===== src/rtl/fir_pkg.sv =====
// Shared types and helpers for the FIR moving-sum stage and its averaging/decimating consumer.
package fir_pkg;

    typedef enum logic {WARM, RUN} warm_t;

    localparam int unsigned FirW      = 16;
    localparam int unsigned FirWarmup = 5;

    // Rounded divide-by-4 of a moving sum; the caller truncates to the sample width.
    function automatic logic [31:0] round_div4(input logic [31:0] sum);
        return (sum + 32'd2) >> 2;
    endfunction

endpackage


===== src/rtl/fir_avg_decim_if.sv =====
// Valid/ready output channel carrying averaged samples toward the next consumer.
interface fir_avg_decim_if #(
    parameter int unsigned w = 16
);
    logic [w-1:0] dout;
    logic         dout_valid;
    logic         dout_ready;

    modport master (output dout, output dout_valid, input dout_ready);
    modport slave  (input dout, input dout_valid, output dout_ready);
endinterface


===== src/rtl/fir_sfifo.sv =====
// Synchronous first-word-fall-through FIFO with wrap-bit pointers; reads 0 when empty.
module fir_sfifo #(
    parameter int unsigned WIDTH = 16,
    parameter int unsigned DEPTH = 4
) (
    input  logic                     clk_i,
    input  logic                     rst_ni,
    input  logic                     push_i,
    input  logic [WIDTH-1:0]         data_i,
    input  logic                     pop_i,
    output logic [WIDTH-1:0]         data_o,
    output logic                     valid_o,
    output logic                     full_o,
    output logic [$clog2(DEPTH):0]   level_o
);
    localparam int unsigned AddrW = $clog2(DEPTH);
    localparam int unsigned PtrW  = AddrW + 1;

    logic [WIDTH-1:0] mem_q [DEPTH];
    logic [WIDTH-1:0] mem_d [DEPTH];
    logic [PtrW-1:0]  wr_q, wr_d, rd_q, rd_d;
    logic             empty, full, pop, push;

    assign empty = (wr_q == rd_q);
    assign full  = (wr_q[AddrW] != rd_q[AddrW]) && (wr_q[AddrW-1:0] == rd_q[AddrW-1:0]);
    assign pop   = pop_i & ~empty;
    // A full FIFO still accepts a push when the head leaves in the same cycle.
    assign push  = push_i & (~full | pop);

    always_comb begin
        mem_d = mem_q;
        wr_d  = wr_q;
        rd_d  = rd_q;
        if (push) begin
            mem_d[wr_q[AddrW-1:0]] = data_i;
            wr_d                   = wr_q + 1'b1;
        end
        if (pop) begin
            rd_d = rd_q + 1'b1;
        end
    end

    always_ff @(posedge clk_i) begin
        if (!rst_ni) begin
            wr_q <= '0;
            rd_q <= '0;
        end else begin
            wr_q <= wr_d;
            rd_q <= rd_d;
        end
    end

    always_ff @(posedge clk_i) begin
        mem_q <= mem_d;
    end

    assign data_o  = empty ? '0 : mem_q[rd_q[AddrW-1:0]];
    assign valid_o = ~empty;
    assign full_o  = full;
    assign level_o = wr_q - rd_q;
endmodule


===== src/rtl/fir_avg_decim.sv =====
// Suppresses FIR pipeline-fill samples, rounds sums to averages, decimates by D and buffers.
module fir_avg_decim
    import fir_pkg::*;
#(
    parameter int unsigned w      = FirW,
    parameter int unsigned D      = 2,
    parameter int unsigned DEPTH  = 4,
    parameter int unsigned WARMUP = FirWarmup
) (
    input  logic                   clk,
    input  logic                   reset,
    input  logic [w+1:0]           s_in,
    fir_avg_decim_if.master        out,
    output logic [$clog2(DEPTH):0] level,
    output logic                   ovf
);
    localparam int unsigned CntW = $clog2(WARMUP + 1) + 1;
    localparam int unsigned DecW = (D > 1) ? $clog2(D) : 1;

    warm_t            state_q, state_d;
    logic [CntW-1:0]  cnt_q, cnt_d;
    logic [DecW-1:0]  dec_q, dec_d;
    logic             ovf_q, ovf_d;
    logic             keep, pop, full;
    logic [w-1:0]     avg;

    assign avg = w'(round_div4(32'(s_in)));
    assign pop = out.dout_valid & out.dout_ready;

    always_comb begin
        state_d = state_q;
        cnt_d   = cnt_q;
        dec_d   = dec_q;
        keep    = 1'b0;
        unique case (state_q)
            WARM: begin
                // Saturates at WARMUP so RUN begins exactly WARMUP cycles after release.
                if (cnt_q == CntW'(WARMUP)) begin
                    state_d = RUN;
                end else begin
                    cnt_d = cnt_q + 1'b1;
                end
            end
            RUN: begin
                keep  = (dec_q == '0);
                dec_d = (dec_q == DecW'(D - 1)) ? '0 : dec_q + 1'b1;
            end
            default: state_d = WARM;
        endcase
    end

    assign ovf_d = ovf_q | (keep & full & ~pop);

    always_ff @(posedge clk) begin
        if (!reset) begin
            state_q <= WARM;
            cnt_q   <= '0;
            dec_q   <= '0;
            ovf_q   <= 1'b0;
        end else begin
            state_q <= state_d;
            cnt_q   <= cnt_d;
            dec_q   <= dec_d;
            ovf_q   <= ovf_d;
        end
    end

    fir_sfifo #(
        .WIDTH (w),
        .DEPTH (DEPTH)
    ) u_fifo (
        .clk_i   (clk),
        .rst_ni  (reset),
        .push_i  (keep),
        .data_i  (avg),
        .pop_i   (out.dout_ready),
        .data_o  (out.dout),
        .valid_o (out.dout_valid),
        .full_o  (full),
        .level_o (level)
    );

    assign ovf = ovf_q;
endmodule


===== src/flat_wrapper.sv =====
// flat-port wrapper written by rule: the top's interface ports become plain ports
module fir_avg_decim_flat import fir_pkg::*;
#(
    parameter int unsigned w      = FirW,
    parameter int unsigned D      = 2,
    parameter int unsigned DEPTH  = 4,
    parameter int unsigned WARMUP = FirWarmup
)
  (clk, reset, s_in, level, ovf, out_dout, out_dout_valid, out_dout_ready);
  fir_avg_decim_if #(.w(w)) out_i ();
  input  logic clk;
  input  logic reset;
  input  logic [w+1:0] s_in;
  output logic [$clog2(DEPTH):0] level;
  output logic ovf;
  output wire logic [$bits(out_i.dout)-1:0] out_dout;
  output wire logic [$bits(out_i.dout_valid)-1:0] out_dout_valid;
  input wire logic [$bits(out_i.dout_ready)-1:0] out_dout_ready;
  assign out_dout = out_i.dout;
  assign out_dout_valid = out_i.dout_valid;
  assign out_i.dout_ready = out_dout_ready;
  fir_avg_decim #(.w(w), .D(D), .DEPTH(DEPTH), .WARMUP(WARMUP)) u_core (.clk(clk), .reset(reset), .s_in(s_in), .out(out_i), .level(level), .ovf(ovf));
endmodule

===== config.mk =====
export PLATFORM = sky130hd
export DESIGN_NAME = fir_avg_decim_flat
export DESIGN_NICKNAME = d
export VERILOG_FILES = /design/src/rtl/fir_pkg.sv /design/src/rtl/fir_avg_decim_if.sv /design/src/rtl/fir_sfifo.sv /design/src/rtl/fir_avg_decim.sv /design/src/flat_wrapper.sv
export SDC_FILE = /design/constraint.sdc
export NUM_CORES = 1
export LEC_CHECK = 0
export BUFFER_PORTS_ARGS = -buffer_cell sky130_fd_sc_hd__buf_4
export CAP_MARGIN = 20
export CORE_MARGIN = 3
export CORE_UTILIZATION = 40
export DETAILED_ROUTE_END_ITERATION = 10
export MAX_ROUTING_LAYER = met4
export PLACE_DENSITY = 0.56
export RECOVER_POWER = 50
export SLEW_MARGIN = 10
export SYNTH_ARGS = -nofsm -noshare
export SYNTH_HDL_FRONTEND = slang
export SYNTH_SLANG_ARGS = --single-unit

===== constraint.sdc =====
create_clock -name clk -period 4.4 [get_ports clk]
set_input_delay 0.88 -clock clk [delete_from_list [all_inputs] [get_ports clk]]
set_output_delay 0.88 -clock clk [all_outputs]
set_load 0.02 [all_outputs]

==> summary.md <==
| Metric | Value |
|---|---|
| Clock sink count | 77 |
| Vias | roughly 1900 |
| Pin count of the biggest net entering global routing | 21 |
| Number of synthesis warnings | 0 |
| # rows | 33 |
| Top post-synthesis cells by area | edfxtp_1 (56%), mux4_2 (10%), dfxtp_1 (7.5%) |
| Async S/R FF share, synth | 0% |
| TNS Setup | 0 ns |
| Max cap viols | 0 |
| HPWL Detailed | between 4000 and 5000 µm |
| Max-slew violations | 0 |
| Endpoints failing setup | 0 |
| CTS root buf | clkbuf_8 |
| RSZ-0062 raised after global routing | false |
| Final hold vios | 0 |
| Sequential fraction of the synthesis area | 63.2% |
| Die width | roughly 99 µm |
| Gr usage total | 14.2% |
| Initial antenna violation count | 0 |
| Die Ht | 98.9 µm |
| CP Capture Type | output pin |
| DIE AREA | between 9000 and 10000 µm² |
| Synth Instances | about 220 |
| Post-synth top area cell | edfxtp_1 |
| # resized after CTS | 0 |
| Synthesized area | 3450 µm² |
| Switch share | about 22% |
| Clk_lat worst skew | approximately 0.33 ns |
| Vias per cell | between 4 and 5 |
| Initial DRC Count | 54 |
| Leak | 0.00143 µW |
| Clock skew | 0.00835 ns |
| Fin crit share | 74.2% |
| Peak VDD IR | between 0.15 and 0.2 mV |
| CP required | approximately 3.5 ns |
| Vias in the first global route | around 1900 |
| TritonCTS clock tree | done |
| Max FO, Critical Path | 20 |
| Top Usage Layer GRT | met2 |
| Antenna Cells | 0 |
| Fmax | approximately 0.31 GHz |
| GR met3 Demand/Resource | 2.62% |
| Final Hold Slack | approximately 0.47 ns |
| Total gr overflow | 0 |
| Sequential share of power | just under 60% |
| Number of synthesized register bits | 77 |
| Worst Tran Pin Value | about 1.3 ns |
| # IOs | 42 |
| NetSw | about 310 µW |
| Critical path arrival | approximately 2.4 ns |
| Clock Tree Buf Depth | 2 |
| EDFF count, synth | 64 |
| Fin crit period | 3.27 ns |
| FILL cells | 740 |
| First-pass GRT wire length | roughly 10000 µm |
| Pwr dens | 344 nW/µm² |
| Antenna violation net count after detailed routing | 0 |
| Grt met2 use | approximately 22% |
| Wire length per cell | between 15 and 20 µm |
| Area delta synth->final | 15.4% |
| P_int | about 1100 µW |
| Top cell type's share of synthesized area | a little under three fifths |
| Hold-fix buffers at CTS | 0 |
| Routability Congestion | between 0.7 and 0.8 |
| Most frequent cells in the layout | edfxtp_1 (64), buf_4 (38), and2_1 (17) |
| Number of post-CTS setup repair buffers | 0 |
| Post-synth cell types | 37 |
| FF-to-FF setup slack | between 1.5 and 2 ns |
| CORE AREA | between 8000 and 9000 µm² |
| Hold WC Path Type | reg2reg |
| Initial core utilization | about 42% |
| CTS Buf Count | 9 |
| Status | complete, no violations |
| Final wirelength | 6210 µm |
| Syn nets | 253 |
| Relative slew margins | between 10% and 20% |
| Proportion of layout cells with a drive suffix above 1 | a little over a quarter |
| DR DRC count | 0 |
| Clock Power Share | approximately 32% |
| Ys flop type | edfxtp_1 |
| Critical Path Source Type | flip-flop |
| H-tree Lvls | 3 |
| Met1 global-route usage | 18.0% |
| Clock-pin slew of the registers on the worst-case setup and hold paths | approximately 0.070 ns |
| Combinational Power Share | 9.1% |
| Commonest non-fill, non-tap cell in the layout | edfxtp_1 |
| Setup CP Type | reg2out |
| 1st-pass router iterations | 4 |
| Avg Cell Area, Syn | roughly 16 µm² |
| Net count, final | roughly 300 |
| Input/output buffers | 40 |
[worst max-delay path, cell delays in order (launching register included)]
cell and delay [ns]:
dfxtp_1 0.31, buf_4 0.30, inv_1 0.08, ha_1 0.31, nand3_1 0.52, and2_1 0.38, buf_4 0.16
[flip-flops by register name (all words and copies together), names as in the netlist]
name / count
u_core.u_fifo.rd_q: 3
u_core.cnt_q: 4
u_core.u_fifo.mem_q: 64
u_core.state_q: 1
u_core.ovf: 1
u_core.dec_q: 1
u_core.u_fifo.wr_q: 3
[layer usage]
layer | vias to the layer above | share of wire [%]
met5 | - | 0
met4 | 0 | 1.7
met3 | 10 | 2.8
met2 | 34 | 49
met1 | 915 | 47
li1 | 911 | -
[cell usage after synthesis, drive strengths merged, types with 2 or more instances]
| cell | number |
|---|---|
| ha | 10 |
| and4 | 2 |
| o21a | 2 |
| buf | 4 |
| xor2 | 7 |
| nand4 | 4 |
| nand2 | 12 |
| a31oi | 2 |
| edfxtp | 64 |
| inv | 8 |
| mux2i | 3 |
| dfxtp | 13 |
| and2 | 24 |
| nand3 | 9 |
| and3 | 4 |
| nor2 | 4 |
| nand2b | 2 |
| o21ai | 2 |
| mux4 | 16 |
| xnor2 | 13 |
| nor2b | 5 |
| clkbuf | 3 |
[kinds of logic (layout without fill, tap and decap cells)]
family	Yosys count	in the layout	synth area share (%)
buf+inv	15	66	2.03
compound gates	10	10	2.36
flops	77	77	63.2
fa+ha+maj	11	11	4.21
simple gates	69	69	11.6
xor+xnor	20	20	5.29
mux	19	19	11.3
[power by group through the flow]
stage | Combinational, µW | Sequential, µW | Clock, µW
6_report | 125 | 807 | 438
3_5_place_dp | 129 | 824 | 0
4_1_cts | 130 | 807 | 453
3_3_place_gp | 128 | 823 | 0
5_1_grt | 139 | 809 | 485
2_1_floorplan | 78.6 | 822 | 0
[area by class of cell]
type | instances | area (µm²) | area share (%)
clock buffers | 13 | 139 | 3.49
clock inverters | 3 | 16.3 | 0.409
inverters | 8 | 30.0 | 0.754
multi-input cells | 129 | 1180 | 29.7
flip-flops and latches | 77 | 2180 | 54.8
well taps | 105 | 131 | 3.30
repair buffers | 42 | 300 | 7.54
[metrics by stage]
stage	instance area [µm²]	total power, µW	setup slack [ns]	std cells	util, %
floorplan	3450	901	1.65	221	-
global placement	3860	952	1.70	361	46.5
detailed placement	3860	953	1.67	361	46.5
CTS	4010	1390	1.30	377	48.3
global route	3980	1430	0.905	377	48.0
finish	3980	1370	1.13	377	48.0
[path summary, 6_finish.rpt]
check	from	endpoint	cells past startpoint
min	u_core.cnt_q[3]	u_core.cnt_q[3]	2
max	u_core.u_fifo.rd_q[1]	out_dout[6]	6
min reg2reg	u_core.cnt_q[3]	u_core.cnt_q[3]	2
max reg2reg	u_core.u_fifo.rd_q[0]	u_core.u_fifo.mem_q[11]	5
(Power assumes the default switching activity.)
